### src/rtl/axis_decim_requant_if.sv
`default_nettype none
// ============================================================================
//  Module      : axis_decim_requant_if
//  Description : AXI-Stream bundle (tvalid/tready/tdata/tlast/tstrb) with
//                master and slave views.
//                master : drives tvalid/tdata/tlast/tstrb, samples tready
//                slave  : samples tvalid/tdata/tlast/tstrb, drives tready
//  Revision    : 1.0 - initial release
// ============================================================================
interface axis_decim_requant_if #(
    parameter int DATA_W = 32
);
    logic              tvalid;
    logic              tready;
    logic              tlast;
    logic [DATA_W-1:0] tdata;
    logic [DATA_W/8-1:0] tstrb;

    modport master (
        output tvalid,
        output tdata,
        output tlast,
        output tstrb,
        input  tready
    );

    modport slave (
        input  tvalid,
        input  tdata,
        input  tlast,
        input  tstrb,
        output tready
    );
endinterface
`default_nettype wire

### src/rtl/axis_decim_requant.sv
`default_nettype none
// ============================================================================
//  Module      : axis_decim_requant
//  Description : Requantizes signed FIR accumulator samples to OUT_BITS with
//                round-half-up and signed saturation, keeps one sample in
//                every DECIM (tlast forces a keep and realigns the group),
//                and presents the result on a registered AXI-Stream master
//                with a two-entry (main + skid) output buffer.
//  Ports       : s00_axis_aclk   - clock for both streams
//                s00_axis_areset - asynchronous reset, active-high
//                s00_axis        - input stream (slave view), tstrb ignored
//                m00_axis        - output stream (master view)
//                sat_count       - saturating count of clamped kept samples
//  Revision    : 1.0 - initial release
// ============================================================================
module axis_decim_requant #(
    parameter int C_S00_AXIS_TDATA_WIDTH = 32,
    parameter int C_M00_AXIS_TDATA_WIDTH = 32,
    parameter int OUT_BITS               = 16,
    parameter int SHIFT                  = 7,
    parameter int DECIM                  = 4
) (
    input  wire                          s00_axis_aclk,
    input  wire                          s00_axis_areset,
    axis_decim_requant_if.slave          s00_axis,
    axis_decim_requant_if.master         m00_axis,
    output logic [15:0]                  sat_count
);
    localparam int IN_W  = C_S00_AXIS_TDATA_WIDTH;
    localparam int OUT_W = C_M00_AXIS_TDATA_WIDTH;
    // One guard bit so adding the rounding constant can never wrap.
    localparam int SUM_W = IN_W + 1;
    localparam int PH_W  = (DECIM > 1) ? $clog2(DECIM) : 1;

    localparam logic signed [SUM_W-1:0] c_RND =
        (SHIFT == 0) ? '0 : SUM_W'(64'd1 << ((SHIFT == 0) ? 0 : SHIFT - 1));
    localparam logic signed [SUM_W-1:0] c_MAX =
        SUM_W'((64'sd1 <<< (OUT_BITS - 1)) - 64'sd1);
    localparam logic signed [SUM_W-1:0] c_MIN =
        SUM_W'(-(64'sd1 <<< (OUT_BITS - 1)));
    localparam logic [PH_W-1:0] c_PH_LAST = PH_W'(DECIM - 1);

    // ------------------------------------------------------------------
    // Registers
    // ------------------------------------------------------------------
    logic [PH_W-1:0]  r_phase;
    logic             r_s_ready;
    logic             r_m_valid;
    logic             r_m_last;
    logic [OUT_W-1:0] r_m_data;
    logic             r_k_valid;
    logic             r_k_last;
    logic [OUT_W-1:0] r_k_data;
    logic [15:0]      r_sat_cnt;

    // ------------------------------------------------------------------
    // Requantization datapath
    // ------------------------------------------------------------------
    logic signed [SUM_W-1:0] w_x;
    logic signed [SUM_W-1:0] w_sum;
    logic signed [SUM_W-1:0] w_shr;
    logic signed [SUM_W-1:0] w_clamped;
    logic                    w_sat;
    logic [OUT_W-1:0]        w_q;

    assign w_x   = SUM_W'($signed(s00_axis.tdata));
    assign w_sum = w_x + c_RND;
    assign w_shr = w_sum >>> SHIFT;

    always_comb begin
        w_clamped = w_shr;
        w_sat     = 1'b0;
        if (w_shr > c_MAX) begin
            w_clamped = c_MAX;
            w_sat     = 1'b1;
        end else if (w_shr < c_MIN) begin
            w_clamped = c_MIN;
            w_sat     = 1'b1;
        end
    end

    // The clamped value fits in OUT_BITS, so a signed resize is a plain
    // sign extension from OUT_BITS.
    assign w_q = OUT_W'(w_clamped);

    // ------------------------------------------------------------------
    // Handshake / buffer control
    // ------------------------------------------------------------------
    logic w_accept;
    logic w_keep;
    logic w_m_drain;
    logic w_k_next;

    assign w_accept  = s00_axis.tvalid & r_s_ready;
    assign w_keep    = w_accept & ((r_phase == '0) | s00_axis.tlast);
    assign w_m_drain = r_m_valid & m00_axis.tready;

    // Skid entry is filled only by a keep while M is stalled; it empties as
    // soon as M drains. Accepts are impossible while it is full because
    // tready is low then, so the two cases never overlap.
    assign w_k_next = r_k_valid ? ~w_m_drain
                                : (w_keep & r_m_valid & ~w_m_drain);

    always_ff @(posedge s00_axis_aclk or posedge s00_axis_areset) begin
        if (s00_axis_areset) begin
            r_phase   <= '0;
            r_s_ready <= 1'b0;
            r_m_valid <= 1'b0;
            r_m_last  <= 1'b0;
            r_m_data  <= '0;
            r_k_valid <= 1'b0;
            r_k_last  <= 1'b0;
            r_k_data  <= '0;
            r_sat_cnt <= '0;
        end else begin
            if (w_accept) begin
                if (s00_axis.tlast || (r_phase == c_PH_LAST)) begin
                    r_phase <= '0;
                end else begin
                    r_phase <= r_phase + 1'b1;
                end
            end

            if (w_keep && w_sat && (r_sat_cnt != 16'hFFFF)) begin
                r_sat_cnt <= r_sat_cnt + 16'd1;
            end

            if (w_m_drain) begin
                if (r_k_valid) begin
                    r_m_data <= r_k_data;
                    r_m_last <= r_k_last;
                end else if (w_keep) begin
                    r_m_data <= w_q;
                    r_m_last <= s00_axis.tlast;
                end else begin
                    r_m_valid <= 1'b0;
                end
            end else if (!r_m_valid) begin
                if (w_keep) begin
                    r_m_valid <= 1'b1;
                    r_m_data  <= w_q;
                    r_m_last  <= s00_axis.tlast;
                end
            end else if (w_keep) begin
                r_k_data <= w_q;
                r_k_last <= s00_axis.tlast;
            end

            r_k_valid <= w_k_next;
            r_s_ready <= ~w_k_next;
        end
    end

    // ------------------------------------------------------------------
    // Outputs
    // ------------------------------------------------------------------
    assign s00_axis.tready = r_s_ready;
    assign m00_axis.tvalid = r_m_valid;
    assign m00_axis.tdata  = r_m_data;
    assign m00_axis.tlast  = r_m_last;
    assign m00_axis.tstrb  = {(OUT_W/8){r_m_valid}};
    assign sat_count       = r_sat_cnt;

    // Input strobes carry no information for this block.
    logic w_unused_tstrb;
    assign w_unused_tstrb = &{1'b0, s00_axis.tstrb};

endmodule
`default_nettype wire
### src/flat_wrapper.sv
// flat-port wrapper written by rule: the top's interface ports become plain ports
module axis_decim_requant_flat 
#(
    parameter int C_S00_AXIS_TDATA_WIDTH = 32,
    parameter int C_M00_AXIS_TDATA_WIDTH = 32,
    parameter int OUT_BITS               = 16,
    parameter int SHIFT                  = 7,
    parameter int DECIM                  = 4
)
  (s00_axis_aclk, s00_axis_areset, sat_count, s00_axis_tvalid, s00_axis_tdata, s00_axis_tlast, s00_axis_tstrb, s00_axis_tready, m00_axis_tvalid, m00_axis_tdata, m00_axis_tlast, m00_axis_tstrb, m00_axis_tready);
  axis_decim_requant_if s00_axis_i ();
  axis_decim_requant_if m00_axis_i ();
  input  wire s00_axis_aclk;
  input  wire s00_axis_areset;
  output logic [15:0] sat_count;
  input wire logic [$bits(s00_axis_i.tvalid)-1:0] s00_axis_tvalid;
  input wire logic [$bits(s00_axis_i.tdata)-1:0] s00_axis_tdata;
  input wire logic [$bits(s00_axis_i.tlast)-1:0] s00_axis_tlast;
  input wire logic [$bits(s00_axis_i.tstrb)-1:0] s00_axis_tstrb;
  output wire logic [$bits(s00_axis_i.tready)-1:0] s00_axis_tready;
  output wire logic [$bits(m00_axis_i.tvalid)-1:0] m00_axis_tvalid;
  output wire logic [$bits(m00_axis_i.tdata)-1:0] m00_axis_tdata;
  output wire logic [$bits(m00_axis_i.tlast)-1:0] m00_axis_tlast;
  output wire logic [$bits(m00_axis_i.tstrb)-1:0] m00_axis_tstrb;
  input wire logic [$bits(m00_axis_i.tready)-1:0] m00_axis_tready;
  assign s00_axis_i.tvalid = s00_axis_tvalid;
  assign s00_axis_i.tdata = s00_axis_tdata;
  assign s00_axis_i.tlast = s00_axis_tlast;
  assign s00_axis_i.tstrb = s00_axis_tstrb;
  assign s00_axis_tready = s00_axis_i.tready;
  assign m00_axis_tvalid = m00_axis_i.tvalid;
  assign m00_axis_tdata = m00_axis_i.tdata;
  assign m00_axis_tlast = m00_axis_i.tlast;
  assign m00_axis_tstrb = m00_axis_i.tstrb;
  assign m00_axis_i.tready = m00_axis_tready;
  axis_decim_requant #(.C_S00_AXIS_TDATA_WIDTH(C_S00_AXIS_TDATA_WIDTH), .C_M00_AXIS_TDATA_WIDTH(C_M00_AXIS_TDATA_WIDTH), .OUT_BITS(OUT_BITS), .SHIFT(SHIFT), .DECIM(DECIM)) u_core (.s00_axis_aclk(s00_axis_aclk), .s00_axis_areset(s00_axis_areset), .s00_axis(s00_axis_i), .m00_axis(m00_axis_i), .sat_count(sat_count));
endmodule
### config.mk
export PLATFORM = sky130hd
export DESIGN_NAME = axis_decim_requant_flat
export DESIGN_NICKNAME = d
export VERILOG_FILES = /design/src/rtl/axis_decim_requant_if.sv /design/src/rtl/axis_decim_requant.sv /design/src/flat_wrapper.sv
export SDC_FILE = /design/constraint.sdc
export NUM_CORES = 1
export LEC_CHECK = 0
export CORE_MARGIN = 2
export CORE_UTILIZATION = 50
export CTS_CLUSTER_DIAMETER = 80
export DETAILED_ROUTE_END_ITERATION = 10
export PLACE_DENSITY_LB_ADDON = 0.1
export SYNTH_ARGS = -nofsm -noshare
export SYNTH_HDL_FRONTEND = slang
export SYNTH_SLANG_ARGS = --single-unit
### constraint.sdc
create_clock -name s00_axis_aclk -period 3.8 [get_ports s00_axis_aclk]
set_input_delay 0.76 -clock s00_axis_aclk [delete_from_list [all_inputs] [get_ports s00_axis_aclk]]
set_output_delay 0.76 -clock s00_axis_aclk [all_outputs]
set_load 0.03 [all_outputs]
# After elaboration in Yosys (flattened, before gate mapping)
# Index checks and enable logic that the tools add are counted.
[totals]
out_inout_bits = 55
input_bits = 41
word_cells = 52
ff_bits = 87
[op_classes]
n_bitwise = 8
add_sub_neg = 3
reduce_logical = 6
order_cmp = 2
n_eq_ne = 5
n_mux = 19
[ops]
columns = ["cell", "n"]
rows = [
  ["2-to-1 mux 32 bit", 6],
  ["adder 32 x 8 -> 33 bit (second input constant)", 1],
  ["> comparator 26 x 16 -> 1 bit (second input constant)", 1],
  ["< comparator 26 x 16 -> 1 bit (second input constant)", 1],
  ["adder 16 x 1 -> 16 bit (second input constant)", 1],
  ["!= test 16 bit (second input constant)", 1],
  ["2-to-1 mux 1 bit", 12],
  ["!= test 2 bit (second input constant)", 3],
  ["bitwise AND 1 bit", 5],
  ["AND reduction 3 bit", 1],
  ["adder 2 x 1 -> 2 bit (second input constant)", 1],
  ["equality test 2 bit (second input constant)", 1],
  ["logical AND 1 bit", 2],
  ["logical NOT 2 bit", 1],
  ["2-to-1 mux 2 bit", 1],
  ["NOT 1 bit", 2],
  ["AND reduction 2 bit", 1],
  ["logical OR 1 bit", 1],
  ["bitwise OR 1 bit", 1],
]

# Depth between registers and ports, before layout
# Gate-level depths: netlist of the first run.
[logic_depth]
ltp_word = 7
depth_mapped = 15
mapped_depth_nobuf = 12

# Least setup slack after synthesis of the first run
# No wires, ideal clock.
[synth_path]
kind = "input -> register"
from = "input s00_axis_tdata[6]"
to = "register u_core.r_sat_cnt[1] (netlist: u_core.sat_count[1])"
required_ns = 3.672
cell_stages = 13
n_path_buf = 1
t_arrival_ns = 3.918
slack_ns = -0.246
setup_ns = 0.128
cell_sequence = "ha_1 nand4_1 nor4_2 xor2_1 and3_1 nand4_1 or4_1 ha_1 clkbuf_1 o221ai_1 inv_1 o21ai_1 mux2_1"
[synth_between]
elab_chain_len = 6
[synth_rtl]
columns = ["element", "line_no", "rtl"]
rows = [
  ["start: declaration", "flat_wrapper.sv:17", "input wire logic [$bits(s00_axis_i.tdata)-1:0] s00_axis_tdata;"],
  ["adder 32 x 8 -> 33 bit *", "axis_decim_requant.sv:67", "assign w_sum = w_x + c_RND;"],
  ["< comparator 26 x 16 -> 1 bit", "axis_decim_requant.sv:76", "end else if (w_shr < c_MIN) begin"],
  ["2-to-1 mux 1 bit", "axis_decim_requant.sv:76", ""],
  ["2-to-1 mux 1 bit *", "axis_decim_requant.sv:73", "if (w_shr > c_MAX) begin"],
  ["logical AND 1 bit * (2 in a row)", "axis_decim_requant.sv:124", "if (w_keep && w_sat && (r_sat_cnt != 16'hFFFF)) begin"],
  ["end signal: assignment", "axis_decim_requant.sv:125", "r_sat_cnt <= r_sat_cnt + 16'd1;"],
  ["end: declaration", "axis_decim_requant.sv:54", "logic [15:0] r_sat_cnt;"],
]
# Every way passes the cells marked *; elsewhere a longest branch is shown, timed or not.
# A chain may end at the register's enable or synchronous reset.

# Final worst setup path of the first run
[layout_path]
from = "input s00_axis_tdata[13]"
to = "register u_core.r_sat_cnt[1] (netlist: u_core.sat_count[1])"
# The elaborated chain is that of the path after synthesis.

==> results of run 1 <==
layout make-up:
| class | instances | area, µm² |
|---|---|---|
| Fill cell | 846 | 2970 |
| Multi-Input combinational cell | 466 | 2820 |
| Sequential cell | 81 | 2030 |
| Timing Repair Buffer | 165 | 1530 |
| Tap cell | 133 | 166 |
| Clock buffer | 12 | 145 |
| Inverter | 13 | 50.0 |
| Clock inverter | 4 | 28.8 |
placed cells by master, fill, tap and decap left out, types with 3 or more instances in the layout:
cell	n
nand2_1	88
dfrtp_1	81
buf_4	75
clkdlybuf4s50_1	73
nor2_1	62
a21oi_1	52
o21ai_0	46
xnor2_1	24
nand3_1	20
and3_1	14
inv_1	12
o22ai_1	12
nand4_1	11
dlymetal6s2s_1	11
xor2_1	10
clkbuf_8	10
a31oi_1	9
o31ai_1	9
or3_1	8
o211ai_1	8
nor2b_1	6
o21ai_1	6
and2_1	5
o31a_1	4
a311o_1	3
o21ai_2	3
nor3_1	3
a21o_1	3
o2bb2ai_1	3
a22o_1	3
a22oi_1	3
ha_1	3
cells by family after synthesis:
family | count (synthesis)
simple gates | 241
compound gates | 183
flops | 81
buf+inv | 52
xor+xnor | 35
fa+ha+maj | 5
mux | 2
per-layer routing:
metal | vias up | track usage, %
met5 | - | 0
li1 | 2416 | -
met2 | 212 | 40.5
met1 | 2394 | 36.2
met4 | 0 | 7.24
met3 | 16 | 4.09
power by group:
| part | leakage [nW] | switching [mW] | internal, mW |
|---|---|---|---|
| sequential | 1.01 | 0.293 | 1.21 |
| clock | 0.0826 | 0.319 | 0.256 |
| combinational | 1.87 | 1.29 | 0.941 |
critical path, stage by stage:
cell and delay (ns):
clkdlybuf4s50_1 0.50, nand4_2 0.12, or3_4 0.37, nor4_4 0.21, a41o_1 0.13, a32o_2 0.13
nand4_1 0.09, or4_4 0.54, ha_4 0.30, or2_4 0.28, o21ai_2 0.17, mux2_1 0.33
cell usage after synthesis, types with 2 or more instances:
| cell type | number | area (µm²) |
|---|---|---|
| nand2_1 | 88 | 330 |
| dfrtp_1 | 81 | 2030 |
| nor2_1 | 63 | 236 |
| a21oi_1 | 52 | 260 |
| o21ai_0 | 52 | 260 |
| xnor2_1 | 25 | 219 |
| nand3_1 | 21 | 105 |
| clkbuf_1 | 20 | 75.1 |
| and3_1 | 14 | 87.6 |
| inv_1 | 13 | 48.8 |
| o22ai_1 | 12 | 75.1 |
| nand4_1 | 11 | 68.8 |
| xor2_1 | 10 | 87.6 |
| a31oi_1 | 9 | 56.3 |
| buf_2 | 9 | 45.0 |
| o31ai_1 | 9 | 67.6 |
| or3_1 | 9 | 56.3 |
| o211ai_1 | 8 | 60.1 |
| nor2b_1 | 6 | 37.5 |
| nor3_1 | 6 | 30.0 |
| and2_1 | 5 | 31.3 |
| buf_4 | 5 | 37.5 |
| ha_1 | 5 | 62.6 |
| o31a_1 | 4 | 35.0 |
| a21o_1 | 3 | 22.5 |
| a22o_1 | 3 | 26.3 |
| a22oi_1 | 3 | 22.5 |
| a311o_1 | 3 | 30.0 |
| buf_1 | 3 | 11.3 |
| o2bb2ai_1 | 3 | 26.3 |
| a21boi_0 | 2 | 15.0 |
| a311oi_1 | 2 | 17.5 |
| a32o_1 | 2 | 20.0 |
| and4_1 | 2 | 17.5 |
| buf_6 | 2 | 22.5 |
| nand2b_1 | 2 | 12.5 |
| nor3b_1 | 2 | 15.0 |
| nor4_2 | 2 | 25.0 |
| o2111ai_1 | 2 | 17.5 |
| o21ai_1 | 2 | 10.0 |
| o21bai_1 | 2 | 15.0 |
state kept, by name (all words and copies together) (netlist names):
register,flops
u_core.r_k_data,26
u_core.m00_axis.tvalid,1
u_core.m00_axis.tlast,1
u_core.r_k_valid,1
u_core.m00_axis.tdata,32
u_core.r_k_last,1
u_core.r_phase,2
u_core.sat_count,16
u_core.s00_axis.tready,1
final timing paths:
check                                                 from                               endpoint  slack [ns]  cells past startpoint
max                                     s00_axis_tdata[13]        u_core.sat_count[1]$_DFFE_PP0P_        0.11                     12
min                        u_core.r_k_data[16]$_DFFE_PP0P_        u_core.r_k_data[16]$_DFFE_PP0P_        0.48                      2
max reg2reg                  u_core.r_phase[0]$_DFFE_PP0P_   u_core.m00_axis.tdata[4]$_DFFE_PP0P_        1.30                      7
min reg2reg                u_core.r_k_data[16]$_DFFE_PP0P_        u_core.r_k_data[16]$_DFFE_PP0P_        0.48                      2
max in group asynchronous                  s00_axis_areset         u_core.r_k_data[6]$_DFFE_PP0P_        2.28                      3
min in group asynchronous                  s00_axis_areset  u_core.m00_axis.tdata[20]$_DFFE_PP0P_        0.75                      2
what timing repair did:
item,CTS,global route
gates cloned,0,1
resized for setup,4,37
setup endpoints to repair,24,23
pin swaps,0,15
setup buffers,0,1
==> out/results.tsv, run 1 <==
stage	metric	value	unit
synthesis	yosysWarningCount	0	
status	status	finished, final reports clean	
clocking	root_buffer	clkbuf_8	
synthesis	synthesis.nets	645	
drt	m1WireLength	6.18	mm
floorplanning	initial_core_util	51.1	%
min_path	hp-class	flip-flop to flip-flop	
synthesis	synthXorXnorAreaFrac	6.17	%
synthesis	synthMuxAreaShare	0.453	%
drt	wl_met2	6.68	mm
synthesis	synth_area_per_cell	8.29	µm²
drt	routedWlPerCell	16.1	µm
clocking	cts_max_path_buffers	2	
clocking	cts_hold_buf	0	
critical_path	startpoint_type	primary input	
place	placed_area	0.00640	mm²
power_and_ir_drop	p_total	4.30	mW
layout	final_cell_count_no_fill	874	
floorplanning	core_area	0.00973	mm²
floorplanning	rows	36	
synthesis	ys_seq_elements	81	
sta	skew	0.00950	ns
global_routing	antenna_found_initial	0	
drt	drt-total-wl	14.1	mm
sta	hold_violations	0	
floorplanning	boundaryPins	96	
synthesis	synth_fa_ha_area_share	1.26	%
sta	worst_pin_slew	1.25	ns
synthesis	ys_types	63	
global_routing	grt_max_degree	34	
layout	area_delta_synth_final	36.2	%
synthesis	syn_inst	599	
power_and_ir_drop	leakage	2.96	nW
sta	timing.hold.ws	0.485	ns
critical_path	path_max_fanout	4	
layout	finalInstanceArea	0.00676	mm²
layout	drive_gt1_share	17.0	%
sta	setup_tns	0	ns
power_and_ir_drop	ir_worst_vdd	0.333	mV
synthesis	yosys.area_share.simple	23.4	%
sta	fin_crit	3.69	ns
drt	dr_wl_met3	990	µm
clocking	clk_pin_slew_worst_paths	0.08	ns
sta	period_share	97.0	%
layout	diodes	0	
layout	utilization	69.5	%
drt	ant_nets	0	
drt	vias_per_cell	5.76	
clocking	cts_tree	built	
synthesis	synth_edf_count	0	
synthesis	synth_flop_cell	dfrtp_1	
job	max_cap_viol_count	0	
clocking	clock-sinks	81	
place	gp_congestion	0.905	
place	hpwl	10.1	mm
drt	drc	0	
layout	fin_nets	782	
place	port-buffer-count	85	
clocking	cts_buffers	9	
synthesis	netlist_area	0.00497	mm²
sta	slew_viol_final	0	
synthesis	ys_async_sr_fraction	100	%
global_routing	gr-usage-all-layers	25.5	%
drt	drtIter0Drc	426	
clocking	htreeDepth	3	
floorplanning	dieArea	0.0107	mm²
floorplanning	chipWidth	104	µm
critical_path	cp-end-kind	flip-flop	
critical_path	crit_type	primary input to flip-flop	
global_routing	grt_pass1_vias	4570	
global_routing	grt_pass1_wl	22.4	mm
sta	slew_headroom	16.4	%
sta	setup_viol	0	
critical_path	worstPathRequired	4.05	ns
synthesis	synth_top_family_by_area	simple AND/OR/NAND/NOR gates	
power_and_ir_drop	power_per_cell_area	636	mW/mm²
drt	firstDrtPassIters	5	
synthesis	synth-compound-area-share	23.1	%
clocking	clock_latency	0.37	ns
global_routing	grt_overflow	0	
drt	routed.top_layer	met4	
critical_path	cp.arrival	3.94	ns
drt	vias	5038	
floorplanning	die_h	104	µm
place	dpl_worst_slack	-0.476	ns
synthesis	yosysSeqAreaShare	40.8	%
sta	fmax	271	MHz
place	dp_cells	856	
sta	setup_ws	0.115	ns
No activity file was read; power rests on OpenSTA's default activity.
==> run 2: changes to the inputs <==
--- a/config.mk
+++ b/config.mk
@@ -10,6 +10,7 @@
 export CTS_CLUSTER_DIAMETER = 80
 export DETAILED_ROUTE_END_ITERATION = 10
 export PLACE_DENSITY_LB_ADDON = 0.1
+export RECOVER_POWER = 100
 export SYNTH_ARGS = -nofsm -noshare
 export SYNTH_HDL_FRONTEND = slang
 export SYNTH_SLANG_ARGS = --single-unit
==> run 2 against run 1 <==
Net effect:
- the run now ends with capacitance limit, slew limit left
- clock skew grew 0.00067 ns
- power shrank 2.2%
- die area is the same
- global-route usage is the same
- cell count is the same
- critical path depth is the same
- routed wire length is essentially flat
- clock-buffer cell count is the same
- register-to-register slack lost 0.56 ns
- via count grew 0.66%
- utilization shrank 0.22 points
- fmax is essentially flat
- largest power group unchanged
==> out/results.tsv, run 2 (synthesis results as in run 1) <==
stage	metric	value	unit
clocking	cts_tree	built	
clocking	cts_hold_buf	0	
place	port-buffer-count	85	
sta	period_share	97.0	%
layout	final_cell_count_no_fill	874	
floorplanning	die_h	104	µm
global_routing	antenna_found_initial	0	
layout	final_common_cell	nand2_1	
critical_path	startpoint_type	primary input	
floorplanning	boundaryPins	96	
critical_path	worstSetupPathDepth	12	
status	violations	capacitance limit, slew limit	
global_routing	grt_overflow	0	
critical_path	crit_chain	clkdlybuf4s50_1 -> nand4_2 -> or3_4 -> nor4_4 -> a41o_1 -> a32o_2 -> nand4_1 -> or4_4 -> ha_4 -> or2_4 -> o21ai_2 -> mux2_1	
critical_path	cp_num_buf_inv	1	
drt	firstDrtPassIters	5	
status	status	complete, but fails checks	
sta	hold_violations	0	
place	hpwl	10.1	mm
floorplanning	dieArea	0.0107	mm²
global_routing	grt_pass1_vias	4570	
critical_path	timing.rr.start	u_core.r_phase[0]$_DFFE_PP0P_	
floorplanning	chipWidth	104	µm
critical_path	cp-end-kind	flip-flop	
layout	area_delta_synth_final	35.7	%
drt	vias_per_cell	5.80	
global_routing	grt_max_degree	34	
place	gp_congestion	0.905	
sta	fmax	271	MHz
power_and_ir_drop	p_total	4.21	mW
min_path	min_from	u_core.r_k_data[16]$_DFFE_PP0P_	
layout	final_cell_mix	88 x nand2_1, 81 x dfrtp_1, 69 x buf_4, 62 x nor2_1, 57 x dlygate4sd3_1	
sta	fin_crit	3.69	ns
power_and_ir_drop	leakage	3.03	nW
clocking	clock-sinks	81	
power_and_ir_drop	power_per_cell_area	624	mW/mm²
clocking	htreeDepth	3	
critical_path	crit_slowest_cell	or4_4	
sta	setup_tns	0	ns
critical_path	cp.arrival	3.94	ns
sta	slew_viol_final	47	
critical_path	path_max_fanout	4	
layout	finalInstanceArea	0.00674	mm²
place	dp_cells	856	
global_routing	grt_pass1_wl	22.4	mm
place	placed_area	0.00640	mm²
critical_path	max_stage_delay	0.54	ns
critical_path	worstPathRequired	4.05	ns
sta	skew	0.0102	ns
floorplanning	initial_core_util	51.1	%
clocking	cts_buffers	9	
critical_path	r2r_cells	7	
sta	worst_pin_slew	1.90	ns
min_path	hold_end	u_core.r_k_data[16]$_DFFE_PP0P_	
min_path	hp-class	flip-flop to flip-flop	
critical_path	crit_type	primary input to flip-flop	
layout	drive_gt1_share	16.3	%
floorplanning	core_area	0.00973	mm²
clocking	root_buffer	clkbuf_8	
drt	routedWlPerCell	16.1	µm
job	max_cap_viol_count	2	
sta	timing.hold.ws	0.487	ns
min_path	holdPathStages	2	
global_routing	gr-usage-all-layers	25.5	%
drt	drt-total-wl	14.1	mm
drt	ant_nets	0	
power_and_ir_drop	ir_worst_vdd	0.317	mV
drt	drtIter0Drc	375	
clocking	clock_latency	0.37	ns
layout	diodes	0	
layout	largest_reg_flops	32	
critical_path	timing.rr.end	u_core.r_k_valid$_DFF_PP0_	
layout	fin_nets	782	
floorplanning	rows	36	
critical_path	crit_family	simple AND/OR/NAND/NOR gates	
drt	drc	0	
sta	slew_headroom	-27.9	%
critical_path	reg2reg_slack	0.74	ns
clocking	clk_pin_slew_worst_paths	0.08	ns
sta	setup_viol	0	
drt	vias	5071	
clocking	cts_max_path_buffers	2	
## run 2: cell types whose count changed in the layout (fill, tap and decap cells not counted), moves of 5 or more
cell and change:
buf_4 -6, clkbuf_1 +5, clkdlybuf4s50_1 -57, dlygate4sd3_1 +57
## run 2: metal layers
layer / wire length [µm] / vias up / track usage (%)
met5: 0 / - / 0
met4: 228 / 0 / 7.24
met3: 873 / 22 / 4.09
met2: 6730 / 199 / 40.5
met1: 6240 / 2437 / 36.2
li1: - / 2413 / -
## run 2: timing repair
item | 4_1_cts | 5_1_grt
endpoints found under the hold margin | 0 | 0
setup endpoints to repair | 24 | 23
buffers inserted | 0 | 1
gates cloned | 0 | 1
resized for setup | 4 | 37
pin swaps | 0 | 15
## run 2: stage by stage
| step | worst slack (ns) | utilization, % |
|---|---|---|
| after floorplan | 0.0129 | - |
| final | 0.112 | 69.3 |
| after global routing | -0.0145 | 69.3 |
| after CTS | 0.0135 | 67.8 |
| after detailed placement | -0.476 | 65.8 |
| after global placement | -0.369 | 65.8 |
## run 2: how the worst max path moves through the flow
stage / slack, ns / from / to
finish: 0.11 / s00_axis_tdata[13] / u_core.sat_count[1]$_DFFE_PP0P_
global route: -0.01 / s00_axis_tdata[13] / u_core.sat_count[14]$_DFFE_PP0P_
CTS: 0.01 / s00_axis_tdata[10] / u_core.sat_count[2]$_DFFE_PP0P_
detailed placement: -0.48 / s00_axis_tdata[12] / u_core.m00_axis.tdata[22]$_DFFE_PP0P_
global placement: -0.37 / s00_axis_tdata[12] / u_core.sat_count[1]$_DFFE_PP0P_
floorplan: 0.01 / s00_axis_tdata[6] / u_core.sat_count[1]$_DFFE_PP0P_
## run 2: final cells by class
type                            instances  area (µm²)
Fill cell                             851        2990
Inverter                               13        50.0
Timing Repair Buffer                  165        1510
Tap cell                              133         166
Clock inverter                          4        28.8
Sequential cell                        81        2030
Clock buffer                           12         145
Multi-Input combinational cell        466        2820
## run 2: power breakdown
part           internal, mW  switching, mW
combinational         0.858           1.28
sequential             1.21          0.284
clock                 0.256          0.317
## run 2: worst min-delay path, delay by kind of cell (launching register included)
kind | cells | cell delay [ns]
DFF | 1 | 0.35
and+or+nand+nor | 1 | 0.05
AOI/OAI and AO/OA | 1 | 0.06
==> run 3: changes to the inputs <==
--- a/config.mk
+++ b/config.mk
@@ -9,6 +9,7 @@
 export CORE_UTILIZATION = 50
 export CTS_CLUSTER_DIAMETER = 80
 export DETAILED_ROUTE_END_ITERATION = 10
+export HOLD_SLACK_MARGIN = 0.1
 export PLACE_DENSITY_LB_ADDON = 0.1
 export RECOVER_POWER = 100
 export SYNTH_ARGS = -nofsm -noshare
==> results of run 3 <==
No change in the layout: final DEF, timing and power equal those of run 2.
